$ cat config.mk
export PLATFORM = sky130hd
export DESIGN_NAME = alu_result_buffer
export DESIGN_NICKNAME = d
export VERILOG_FILES = /design/src/rtl/alu_result_buffer.sv
export SDC_FILE = /design/constraint.sdc
export NUM_CORES = 1
export LEC_CHECK = 0
export ABC_CLOCK_PERIOD_IN_PS = 3400
export BUFFER_PORTS_ARGS = -buffer_cell sky130_fd_sc_hd__buf_2
export CAP_MARGIN = 20
export CORE_MARGIN = 4
export CORE_UTILIZATION = 45
export CTS_CLUSTER_DIAMETER = 60
export DETAILED_ROUTE_END_ITERATION = 10
export PLACE_DENSITY_LB_ADDON = 0.2
export SYNTH_ARGS = -nofsm -noshare
export SYNTH_HDL_FRONTEND = slang
export SYNTH_SLANG_ARGS = --single-unit
$ cat constraint.sdc
create_clock -name clk -period 3.4 [get_ports clk]
set_input_delay 0.17 -clock clk [delete_from_list [all_inputs] [get_ports clk]]
set_output_delay 0.17 -clock clk [all_outputs]
set_load 0.02 [all_outputs]
$ cat src/rtl/alu_result_buffer.sv
// -----------------------------------------------------------------------------
// alu_result_buffer
//   Sits downstream of the multifunction ALU and captures each result (signed,
//   N+2 bits) with the 3-bit opcode that produced it into a DEPTH-entry FIFO.
//   Results leave over a valid/ready handshake in show-ahead form, with
//   zero/negative flags taken from the stored head entry. A 16-bit wrapping
//   counter tracks how many results have been accepted since reset.
//
// Ports
//   clk         in   1            rising-edge clock
//   reset       in   1            synchronous, active-high reset
//   in_valid    in   1            ALU result on in_result/in_op is valid
//   in_ready    out  1            buffer can accept this cycle
//   in_op       in   3            opcode that produced the result
//   in_result   in   N+2          signed ALU result
//   out_valid   out  1            head entry valid
//   out_ready   in   1            consumer takes the head this cycle
//   out_op      out  3            head opcode (0 when empty)
//   out_result  out  N+2          head result, signed (0 when empty)
//   out_zero    out  1            head result == 0 (0 when empty)
//   out_neg     out  1            head result is negative (0 when empty)
//   level       out  clog2(D)+1   entries currently held
//   total_cnt   out  16           results accepted since reset, wraps
// -----------------------------------------------------------------------------
module alu_result_buffer #(
    parameter int N     = 4,
    parameter int DEPTH = 4
) (
    input  logic                     clk,
    input  logic                     reset,
    input  logic                     in_valid,
    output logic                     in_ready,
    input  logic [2:0]               in_op,
    input  logic signed [N+1:0]      in_result,
    output logic                     out_valid,
    input  logic                     out_ready,
    output logic [2:0]               out_op,
    output logic signed [N+1:0]      out_result,
    output logic                     out_zero,
    output logic                     out_neg,
    output logic [$clog2(DEPTH):0]   level,
    output logic [15:0]              total_cnt
);

    localparam int RW = N + 2;              // result width
    localparam int EW = RW + 3;             // stored entry: {op, result}
    localparam int AW = $clog2(DEPTH);      // pointer width
    localparam int LW = AW + 1;             // level width
    localparam logic [LW-1:0] FULL_LVL = LW'(DEPTH);

    // Zero detect on a stored result.
    function automatic logic is_zero(input logic [RW-1:0] v);
        return (v == {RW{1'b0}});
    endfunction

    // Sign detect on a stored result (two's complement MSB).
    function automatic logic is_neg(input logic [RW-1:0] v);
        return v[RW-1];
    endfunction

    logic [EW-1:0] mem_r [DEPTH];
    logic [AW-1:0] wr_ptr_r, wr_ptr_s;
    logic [AW-1:0] rd_ptr_r, rd_ptr_s;
    logic [LW-1:0] level_r, level_s;
    logic [15:0]   cnt_r, cnt_s;
    logic          full_s;
    logic          empty_s;
    logic          push_s;
    logic          pop_s;
    logic [EW-1:0] head_s;

    assign full_s    = (level_r == FULL_LVL);
    assign empty_s   = (level_r == {LW{1'b0}});
    // No full bypass: a pop in the same cycle does not open a slot for a push.
    assign in_ready  = !full_s && !reset;
    assign out_valid = !empty_s;
    // Empty-cycle out_ready is harmless because out_valid gates the pop.
    assign push_s    = in_valid && in_ready;
    assign pop_s     = out_valid && out_ready;
    assign head_s    = mem_r[rd_ptr_r];

    // Show-ahead head presentation, forced to zero while empty.
    always_comb begin
        out_op     = 3'b000;
        out_result = {RW{1'b0}};
        out_zero   = 1'b0;
        out_neg    = 1'b0;
        if (out_valid) begin
            out_op     = head_s[EW-1:RW];
            out_result = head_s[RW-1:0];
            out_zero   = is_zero(head_s[RW-1:0]);
            out_neg    = is_neg(head_s[RW-1:0]);
        end else begin
            out_op     = 3'b000;
            out_result = {RW{1'b0}};
            out_zero   = 1'b0;
            out_neg    = 1'b0;
        end
    end

    assign level     = level_r;
    assign total_cnt = cnt_r;

    // Next-state for pointers, occupancy and accepted-result counter.
    always_comb begin
        wr_ptr_s = wr_ptr_r;
        rd_ptr_s = rd_ptr_r;
        level_s  = level_r;
        cnt_s    = cnt_r;
        if (push_s) begin
            wr_ptr_s = wr_ptr_r + AW'(1);
            cnt_s    = cnt_r + 16'd1;
        end else begin
            wr_ptr_s = wr_ptr_r;
            cnt_s    = cnt_r;
        end
        if (pop_s) begin
            rd_ptr_s = rd_ptr_r + AW'(1);
        end else begin
            rd_ptr_s = rd_ptr_r;
        end
        case ({push_s, pop_s})
            2'b10:   level_s = level_r + LW'(1);
            2'b01:   level_s = level_r - LW'(1);
            default: level_s = level_r;
        endcase
    end

    // Control state registers with synchronous reset.
    always_ff @(posedge clk) begin
        if (reset) begin
            wr_ptr_r <= {AW{1'b0}};
            rd_ptr_r <= {AW{1'b0}};
            level_r  <= {LW{1'b0}};
            cnt_r    <= 16'd0;
        end else begin
            wr_ptr_r <= wr_ptr_s;
            rd_ptr_r <= rd_ptr_s;
            level_r  <= level_s;
            cnt_r    <= cnt_s;
        end
    end

    // Entry storage; contents need no reset since level gates visibility.
    always_ff @(posedge clk) begin
        if (push_s) begin
            mem_r[wr_ptr_r] <= {in_op, in_result};
        end else begin
            mem_r[wr_ptr_r] <= mem_r[wr_ptr_r];
        end
    end

endmodule

---- Word-level counts from Yosys, hierarchy flattened ----
Memory sizes are Yosys's and may differ from the RTL's. A register that Yosys moved wholly into a read port is not among the register bits.
Cells that the tools add are included.
word-level totals
  register bits ........................... 23
  bits in writable memories ............... 36
  input bits .............................. 13
  logic and storage cells ................. 36
  memories kept ........................... 1
memories
  memory  depth  bits a word  read ports  clocked after memory_dff  wr ports  RTL line  source
  mem_r   4      9            1           1                         1         61        logic [EW-1:0] mem_r [DEPTH];
operators by class
  add/sub/neg operators ................... 5
  equal/unequal tests ..................... 4
  mux-type cells .......................... 11
  bitwise gates (word level) .............. 1
  reduce and logical (&&, ||, !) cells .... 10
operator list
  cell                   count
  $add 16x1->16 const B  1
  $mux 9                 1
  $logic_not 6->1        1
  $mux 6                 1
  $pmux 3 s2             1
  $mux 1                 5
  $add 2x1->2 const B    2
  $mux 2                 2
  $add 3x1->3 const B    1
  $eq 3x3->1 const B     1
  $logic_and 1x1->1      3
  $logic_not 1->1        3
  $logic_not 3->1        1
  $mux 3                 1
  $sub 3x1->3 const B    1
  $eq 2x1->1 const B     1
  $eq 2x2->1 const B     1
  $reduce_and 2->1       1
  $reduce_bool 2->1      1
  $ne 0x0->1             1
  $or 1x1->1             1

---- Depth between registers and ports, before layout ----
Gate-level depths: netlist (run 1).
  depth in word-level cells ............... 7
  depth in mapped cells ................... 11
  mapped depth without buffers ............ 9

---- Worst setup path after synthesis (run 1) ----
Ideal clock, no wire load.
  kind .................................... flip-flop to flip-flop
  from .................................... reg level_r[2] (netlist: level[2])
  to ...................................... reg level_r[2] (netlist: level[2])
  arrival ................................. 2.472 ns
  data required time ...................... 3.330 ns
  slack ................................... 0.858 ns
  stages on the path, launching flop included .. 11
  clock period less this slack ............ 2.542 ns
  cells stage by stage .................... dfxtp_1 -> nor3b_1 -> nor2_1 -> clkbuf_1 -> inv_1 -> ha_1 -> inv_1 -> fa_1 -> xor2_1 -> or3_1 -> a21oi_1
on the way
  cells in the longest elaborated chain, start to end .. 6
  elaborated cells between the ends (all ways) .. 13
  those cells by class .................... 2 x add/sub; 3 x eq/ne; 1 x mux; 7 x reduce/logical
RTL lines
  element                                                 RTL line  source
  from (decl)                                             64        logic [LW-1:0] level_r, level_s;
  from (signal assigned)                                  134       level_r <= {LW{1'b0}};
  from (signal assigned)                                  139       level_r <= level_s;
  $eq 3x3->1                                              72        assign full_s = (level_r == FULL_LVL);
  $logic_not 1->1                                         75        assign in_ready = !full_s && !reset;
  $logic_and 1x1->1                                       75
  $logic_and 1x1->1                                       78        assign push_s = in_valid && in_ready;
  $eq 2x1->1 / $eq 2x2->1 (equally long branches)         122       case ({push_s, pop_s})
  $pmux 3 s2 / $reduce_bool 2->1 (equally long branches)  --
Parallel ways exist; a longest one is shown, timed or not.
A chain may end at the register's enable or synchronous reset.

==> key figures, run 1 <==
Run status
  – Status: finished clean

Worst setup path
  – Family with the most delay on the worst path: flip-flops
  – Critical Path Sink Type: output pin
  – Crit-path max FO: 9
  – Worst EP required: 3.23 ns
  – Critical Path Slowest Stage Cell: dfxtp_1
  – Buf/Inv on CP: 1
  – Crit Path Class: flop to output pin
  – Crit path arrival time: 2.57 ns
  – Critical Path Max Stage Delay: 0.72 ns
  – Worst setup SP type: flop
  – CP Cell Sequence: mux4_2, or4_1, nor4_1, buf_2

Synth
  – Syn_nets: 216
  – Synth Instances: 196
  – Sequential area share after synthesis: 61.6%
  – Synth Area per Inst: 13.1 um2
  – Count of different cell masters after synthesis: 31
  – Mapped Area: 2570 um2
  – Synth async-reset ratio: 0%
  – Main synth FF type: edfxtp_1
  – Ys Warns: 0
  – Number of flops mapped to enable cells by yosys: 36
  – Synth Register Bits: 61

Detailed routing
  – DRC: 0
  – 1st-iter DRT viols: 93
  – Drt pass-1 iters: 4
  – Via Count: 1578
  – Post-route ant nets: 0
  – Routed wire length: 4.64 mm
  – Drt wl/cell: 14.6 um
  – Vias/cell: 4.96

Clock tree
  – Clock tree root buffer cell: clkbuf_8
  – CTS H-Tree Depth: 3
  – CTS tree: done
  – Clock sink count: 61
  – Clock-pin slew on the worst setup and hold paths: 0.06 ns
  – Clk_lat worst skew: 0.32 ns
  – Inserted Clock Buffers: 9
  – Post-CTS setup buffer count: 0
  – Clock buffer depth: 2
  – Post-CTS sizing: 0
  – Hold_buf cts: 0

Timing
  – Pins Over Slew Limit: 0
  – Crit path time final: 2.74 ns
  – Relative slew margins: 55.9%
  – Final Hold Violating Endpoints: 0
  – Final setup viols: 0
  – RSZ-0062 raised after global routing: false
  – Worst hold slack: 0.0644 ns
  – Fin Clk Skew: 0.00627 ns
  – TNS Setup: 0 ns
  – Final setup margin: 0.661 ns
  – Tcrit/Tclk final: 80.6%
  – Worst-Margin Slew: 0.658 ns
  – Fmax: 365 MHz

Power and ir drop
  – Leak: 1.12 nW
  – Peak supply drop: 0.268 mV
  – Switching power share of the total: 31.7%
  – Logic gate share of total power: 26.4%
  – Reg power frac: 47.1%
  – Net switching power: 0.607 mW
  – Cell internal pwr: 1.31 mW
  – P per Cell Area: 642 nW/um2
  – Clock network fraction of design power: 26.5%

GRT
  – Initial antenna violation count: 0
  – Largest net degree at the start of global routing: 28
  – GR Overflow Total: 0
  – GRT Total Usage: 14.4%
  – First-pass GRT wire length: 7.88 mm
  – Vias in the first global route: 1640

Finish
  – Fillcell total: 463
  – Area of the multi-input gates: 906 um2
  – Final layout net count: 262
  – Share of cells above drive strength 1: 26.8%
  – Final cell count without fillers: 318
  – FF+latch area: 1580 um2
  – Number of inserted diodes: 0
  – Layout area overhead: 16.0%

Die
  – Die span in x: 83.6 um
  – Starting Density: 46.6%
  – Num ports: 45
  – Core area: 5510 um2
  – Die Y: 83.6 um
  – Full die area: 6980 um2
  – # rows: 27

Worst hold path
  – Worst Hold Class: input port to flop

Place
  – DP Worst Slack: 0.780 ns
  – Routability Congestion: 0.763
  – HPWL Detailed: 3.16 mm
  – I/O Buffers: 44
  – Cells after DPL: 303

Flow run
  – Max_cap viols: 0
-- routing by layer --
layer | track usage [%] | vias up | routed length, um
li1 | - | 799 | -
met1 | 18.7 | 737 | 2160
met2 | 22.6 | 38 | 2210
met3 | 4.54 | 4 | 229
met4 | 5.70 | 0 | 41
met5 | 0 | - | 0
-- kinds of logic (layout without fill, tap and decap cells) --
kind of cell | after synthesis | after routing | share of synthesized area, %
compound gates | 17 | 17 | 3.51
mux | 9 | 9 | 7.89
fa+ha+maj | 7 | 7 | 3.70
simple gates | 70 | 70 | 15.4
xor+xnor | 14 | 14 | 4.77
flops | 61 | 61 | 61.6
buf+inv | 18 | 68 | 3.17
-- power groups by stage --
stage | Sequential [mW] | Clock (mW) | Combinational, mW
6_report | 0.901 | 0.506 | 0.505
5_1_grt | 0.913 | 0.558 | 0.558
4_1_cts | 0.904 | 0.522 | 0.515
3_5_place_dp | 0.920 | 0 | 0.513
3_3_place_gp | 0.916 | 0 | 0.514
2_1_floorplan | 0.897 | 0 | 0.392
-- cell usage in the layout, fill, tap and decap left out, types with 6 or more instances in the layout --
cell type and count:
o21ai_0 7, a21oi_1 8, xnor2_1 6, ha_1 6
mux4_2 9, xor2_1 8, buf_2 44, or3_1 6
nand3_1 6, inv_1 9, dfxtp_1 25, nor2_1 18
and2_1 14, clkbuf_8 9, edfxtp_1 36
-- synthesized netlist by cell type, types with 2 or more instances --
library cell / instances / area share (%)
edfxtp_1: 36 / 42
dfxtp_1: 25 / 19
nor2_1: 18 / 2.6
and2_1: 14 / 3.4
inv_1: 9 / 1.3
mux4_2: 9 / 7.9
a21oi_1: 8 / 1.6
xor2_1: 8 / 2.7
o21ai_0: 7 / 1.4
ha_1: 6 / 2.9
nand3_1: 6 / 1.2
or3_1: 6 / 1.5
xnor2_1: 6 / 2.0
clkbuf_1: 5 / 0.73
nand2_1: 5 / 0.73
nand4_1: 4 / 0.97
or4_1: 3 / 0.88
and3_1: 2 / 0.49
and4_1: 2 / 0.68
buf_2: 2 / 0.39
nor3_1: 2 / 0.39
nor3b_1: 2 / 0.58
nor4_1: 2 / 0.49
o31ai_1: 2 / 0.58
-- path summary, 6_finish.rpt --
path	slack (ns)	startpoint	endpoint	cells after the start
setup / recovery	0.66	flop	out_zero	4
hold / removal	0.06	in_op[1]	mem_r[2][7]	1
setup reg to reg	0.76	level[2]	level[2]	9
hold reg to reg	0.48	total_cnt[15]	total_cnt[15]	2
-- layout make-up --
cell class | count | share of cell area [%]
clock buffers | 12 | 4.53
clock inverters | 3 | 0.462
inverters | 9 | 1.13
multi-input cells | 117 | 30.4
flip-flops and latches | 61 | 53.1
well taps | 72 | 3.02
repair buffers | 44 | 7.39
-- per-stage QoR --
step	utilization, %	area, um2	total power, mW
2_1_floorplan	-	2570	1.29
4_1_cts	54.1	2980	1.94
3_5_place_dp	51.4	2830	1.43
6_report	54.1	2980	1.91
3_3_place_gp	51.4	2830	1.43
5_1_grt	54.1	2980	2.03
-- sequential cells by signal (all words and copies together), names as in the netlist, named ones only --
signal     count
mem_r         36
level          3
wr_ptr_r       2
rd_ptr_r       2
total_cnt     16
No activity file was read; power rests on OpenSTA's default activity.
==> run 2: changes to the inputs <==
Settings changed: ABC_CLOCK_PERIOD_IN_PS 3400 to 2300.
Clock period 3.4 ns to 2.3 ns, I/O delays scaled along.
==> run 2 against run 1 <==
  * Worst setup slack got worse by 0.56 ns
  * Largest cell class unchanged
  * Highest routed layer unchanged
  * Clock power increased by 95%
  * Clock skew decreased by 0.0013 ns
  * First-iteration DRC count decreased by 26%
==> key figures, run 2 (same netlist as run 1, synthesis figures left out) <==
Run status
  – Status: finished clean

Power and ir drop
  – Leak: 1.23 nW
  – P per Cell Area: 993 nW/um2
  – Overall Power: 3.19 mW
  – Peak supply drop: 0.620 mV

Finish
  – Share of cells above drive strength 1: 30.7%
  – Design area: 3210 um2
  – Number of inserted diodes: 0
  – Layout area overhead: 25.1%
  – Commonest non-fill, non-tap cell in the layout: buf_2
  – Final layout net count: 279
  – Fillcell total: 467
  – Commonest non-fill, non-tap cells in the layout: 44 x buf_2, 36 x edfxtp_1, 23 x dfxtp_1
  – Fin util: 58.4%
  – Most flops, register: mem_r
  – Max reg flops: 36
  – Final cell count without fillers: 336

Worst setup path
  – Crit path arrival time: 2.08 ns
  – Family with the most delay on the worst path: simple AND/OR/NAND/NOR gates
  – Buf/Inv on CP: 1
  – Critical Path Sink Type: output pin
  – Worst path depth: 4
  – R2R depth: 9
  – Crit-path max FO: 5
  – Worst r2r dst: level[2]
  – Worst EP required: 2.18 ns
  – Reg2reg setup slack: 0.14 ns
  – CP Cell Sequence: mux4_2, or4_4, nor4_2, buf_2
  – Critical Path Slowest Stage Cell: or4_4
  – Critical Path End: out_zero
  – Reg2reg start: level[0]
  – Worst setup SP type: flop
  – Critical Path Max Stage Delay: 0.54 ns
  – Crit Path Class: flop to output pin

GRT
  – Met3 Use GR: 5.13%
  – Vias in the first global route: 1580
  – Largest net degree at the start of global routing: 27
  – GR peak layer: met2
  – GR Overflow Total: 0
  – Initial antenna violation count: 0
  – GRT Total Usage: 14.7%
  – First-pass GRT wire length: 7.89 mm
  – Met2 usage: 22.1%
  – Global Route met1 Usage: 19.1%

Place
  – Cells after DPL: 309
  – Routability Congestion: 0.718
  – DP Worst Slack: 0.118 ns
  – HPWL Detailed: 3.30 mm
  – I/O Buffers: 44
  – Placement Cell Area: 2900 um2

Die
  – Full die area: 6980 um2
  – Die span in x: 83.6 um
  – Die Y: 83.6 um
  – # rows: 27
  – Starting Density: 46.6%
  – Core area: 5510 um2
  – Num ports: 45

Clock tree
  – Clock buffer depth: 2
  – CTS tree: done
  – Clock-pin slew on the worst setup and hold paths: 0.06 ns
  – Clock tree root buffer cell: clkbuf_8
  – Clk_lat worst skew: 0.33 ns
  – CTS H-Tree Depth: 3
  – Inserted Clock Buffers: 9
  – Clock sink count: 61

Worst hold path
  – Worst Hold Class: input port to flop

Flow run
  – Max_cap viols: 0

Detailed routing
  – Drt pass-1 iters: 4
  – Drt wl/cell: 14.6 um
  – Vias/cell: 4.95
  – DRC: 0
  – Post-route ant nets: 0
  – 1st-iter DRT viols: 69
  – Via Count: 1662
  – Routed wire length: 4.90 mm

Timing
  – Fmax: 455 MHz
  – Worst-Margin Slew: 0.520 ns
  – Tcrit/Tclk final: 95.6%
  – Fin Clk Skew: 0.00500 ns
  – Pins Over Slew Limit: 0
  – Final setup viols: 0
  – RSZ-0062 raised after global routing: true
  – Final Hold Violating Endpoints: 0
  – Relative slew margins: 65.3%
  – Crit path time final: 2.20 ns
  – Final setup margin: 0.100 ns
## run 2: layer usage
layer	vias to the layer above	share of wire, %
met4	0	2.2
met1	788	47
li1	835	-
met2	30	47
met3	9	4.1
met5	-	0
## run 2: worst min-delay path by stage
stage                             from     endpoint  slack (ns)  cells past startpoint
after global placement        in_op[0]  mem_r[0][6]        0.33                      1
after floorplan           in_result[0]  mem_r[0][0]        0.21                      0
after detailed placement      in_op[0]  mem_r[2][6]        0.33                      1
after global routing         out_ready  rd_ptr_r[1]        0.21                      4
final                        out_ready  rd_ptr_r[1]        0.19                      4
after CTS                 in_result[4]  mem_r[1][4]       0.007                      1
## run 2: per-stage QoR
step	hold WS [ns]	setup TNS (ns)
floorplan	0.214	0
global placement	0.334	0
detailed placement	0.334	0
CTS	0.00659	0
global route	0.215	-0.00433
finish	0.186	0
## run 2: area by class of cell
type | count | area [um2] | share of cell area (%)
Clock buffer | 10 | 128 | 3.97
Sequential cell | 61 | 1590 | 49.4
Inverter | 9 | 33.8 | 1.05
Tap cell | 72 | 90.1 | 2.80
Multi-Input combinational cell | 117 | 927 | 28.9
Timing Repair Buffer | 61 | 370 | 11.5
Clock inverter | 6 | 77.6 | 2.41
## run 2: repair_timing
action / 4_1_cts / 5_1_grt
setup buffers: 0 / 2
pin swaps: 0 / 1
setup endpoints to repair: 1 / 2
hold buffers: 7 / 2
endpoints found under the hold margin: 28 / 7
gates resized for setup: 2 / 1
## run 2: power by group
part	switching, mW	internal [mW]	total (mW)	leakage, nW
combinational	0.493	0.393	0.887	0.595
clock	0.386	0.599	0.985	0.105
sequential	0.0772	1.24	1.32	0.531
## run 2: worst min-delay path: stages
cell     delay [ns]
buf_2          0.10
nand3_1        0.09
xor2_1         0.06
nor2_1         0.11
==> run 3: changes to the inputs <==
==> constraint.sdc (replaced) <==
create_clock -name clk -period 2.3 [get_ports clk]
set_input_delay 0.345 -clock clk [delete_from_list [all_inputs] [get_ports clk]]
set_output_delay 0.345 -clock clk [all_outputs]
set_load 0.02 [all_outputs]
==> run 3 against run 2 <==
  * The flow now finishes with violations (negative setup slack)
  * Clock-buffer cell count stayed put
  * Sequential power about the same
  * Die area is the same
  * Critical endpoint unchanged
  * Worst hold slack better by 0.043 ns
  * Via count down 0.66%
  * Highest routed layer unchanged
  * Sequential cell count did not move
  * Clock power is 10% lower
  * Clock skew up 0.0043 ns
  * Total power decreased by 4.3%
==> key figures, run 3 (same netlist as run 1, synthesis figures left out) <==
Run status
  – Status: complete, but fails checks
  – Failing checks: negative setup slack

Worst setup path
  – Crit path arrival time: 2.07 ns
  – Worst setup SP type: flop
  – CP Cell Sequence: mux4_2, or4_4, nor4_2, buf_2
  – Buf/Inv on CP: 1
  – Worst EP required: 1.96 ns
  – Family with the most delay on the worst path: simple AND/OR/NAND/NOR gates
  – Critical Path Sink Type: output pin
  – Worst path depth: 4
  – Critical Path Slowest Stage Cell: or4_4
  – Crit-path max FO: 5
  – R2R depth: 9
  – Critical Path Max Stage Delay: 0.53 ns
  – Crit Path Class: flop to output pin

GRT
  – GRT Total Usage: 14.5%
  – Vias in the first global route: 1666
  – First-pass GRT wire length: 7.91 mm
  – Largest net degree at the start of global routing: 27
  – Initial antenna violation count: 0
  – GR Overflow Total: 0

Detailed routing
  – Routed wire length: 4.71 mm
  – Post-route ant nets: 0
  – Drt wl/cell: 14.4 um
  – Via Count: 1651
  – 1st-iter DRT viols: 66
  – Drt pass-1 iters: 4
  – DRC: 0
  – Vias/cell: 5.06

Clock tree
  – Clock-pin slew on the worst setup and hold paths: 0.06 ns
  – CTS tree: done
  – Hold_buf cts: 0
  – CTS H-Tree Depth: 3
  – Inserted Clock Buffers: 9
  – Clock sink count: 61
  – Clock tree root buffer cell: clkbuf_8
  – Clk_lat worst skew: 0.33 ns
  – Clock buffer depth: 2

Finish
  – Design area: 3100 um2
  – Layout area overhead: 20.7%
  – Commonest non-fill, non-tap cells in the layout: 44 x buf_2, 36 x edfxtp_1, 22 x dfxtp_1
  – Final cell count without fillers: 326
  – Commonest non-fill, non-tap cell in the layout: buf_2
  – Number of inserted diodes: 0
  – Max reg flops: 36
  – Share of cells above drive strength 1: 31.9%
  – Final layout net count: 270
  – Most flops, register: mem_r

Die
  – Die Y: 83.6 um
  – Full die area: 6980 um2
  – Core area: 5510 um2
  – Num ports: 45
  – # rows: 27
  – Starting Density: 46.6%
  – Die span in x: 83.6 um

Timing
  – Tcrit/Tclk final: 105%
  – Fin Clk Skew: 0.00930 ns
  – Pins Over Slew Limit: 0
  – RSZ-0062 raised after global routing: true
  – Final setup margin: -0.116 ns
  – Crit path time final: 2.42 ns
  – Worst-Margin Slew: 0.501 ns
  – Worst hold slack: 0.229 ns
  – Final setup viols: 1
  – Relative slew margins: 66.6%
  – Fmax: 414 MHz
  – Final Hold Violating Endpoints: 0

Power and ir drop
  – Peak supply drop: 0.474 mV
  – Overall Power: 3.05 mW
  – Leak: 1.17 nW
  – P per Cell Area: 985 nW/um2

Place
  – DP Worst Slack: 0.0443 ns
  – HPWL Detailed: 3.32 mm
  – Cells after DPL: 311
  – Routability Congestion: 0.719
  – Placement Cell Area: 2910 um2
  – I/O Buffers: 44

Flow run
  – Max_cap viols: 0

Worst hold path
  – Hold depth: 1
  – Worst Hold Class: input port to flop
[run 3: cell count changes in the layout (fill, tap and decap cells not counted)]
cell,delta
clkinvlp_4,+2
dfxtp_2,+1
bufinv_16,-1
clkinv_2,-2
dlygate4sd3_1,-9
dfxtp_1,-1
[run 3: per-layer routing]
metal / vias to the layer above / wire [um] / GRT usage (%)
met4: 0 / 40 / 5.70
met3: 4 / 191 / 4.74
met2: 30 / 2290 / 22.8
met5: - / 0 / 0
met1: 803 / 2180 / 18.7
li1: 814 / - / -
[run 3: what timing repair did]
action	in CTS	in global routing
gates resized for setup	3	1
cloned	0	0
pin swaps	1	1
endpoints found under the setup margin	1	2
buffers inserted	0	0
[run 3: worst reg2reg max path, cell delays in order (launching register included)]
cell and delay (ns):
dfxtp_1 0.45, nor3_1 0.12, inv_1 0.08, and2_1 0.18
ha_1 0.19, inv_1 0.06, fa_1 0.37, xor2_1 0.16
or3_1 0.31, a21oi_1 0.14
[run 3: layout make-up]
type | instances | area (um2)
clock buffer | 10 | 128
clock inverter | 5 | 52.6
fill | 463 | 2410
sequential | 61 | 1590
multi-input combinational | 117 | 927
tap | 72 | 90.1
timing repair buffer | 52 | 280
inverter | 9 | 33.8
[run 3: per-stage QoR]
| step | TNS (ns) | utilization [%] |
|---|---|---|
| finish | -0.116 | 56.3 |
| detailed placement | 0 | 52.9 |
| global placement | 0 | 52.9 |
| CTS | -0.143 | 56.3 |
| global route | -0.197 | 56.3 |
| floorplan | -0.0322 | - |
[run 3: final timing paths]
path,start,to,slack (ns)
worst min register to register,total_cnt[15],total_cnt[15],0.49
worst min-delay path,in_op[2],mem_r[0][8],0.23
worst max-delay path,flop,out_zero,-0.12
worst max register to register,level[1],level[2],0.19
[run 3: report_power, final]
part | internal, mW | switching [mW] | leakage (nW)
logic | 0.371 | 0.478 | 0.556
registers | 1.24 | 0.0764 | 0.531
clock network | 0.487 | 0.397 | 0.0835
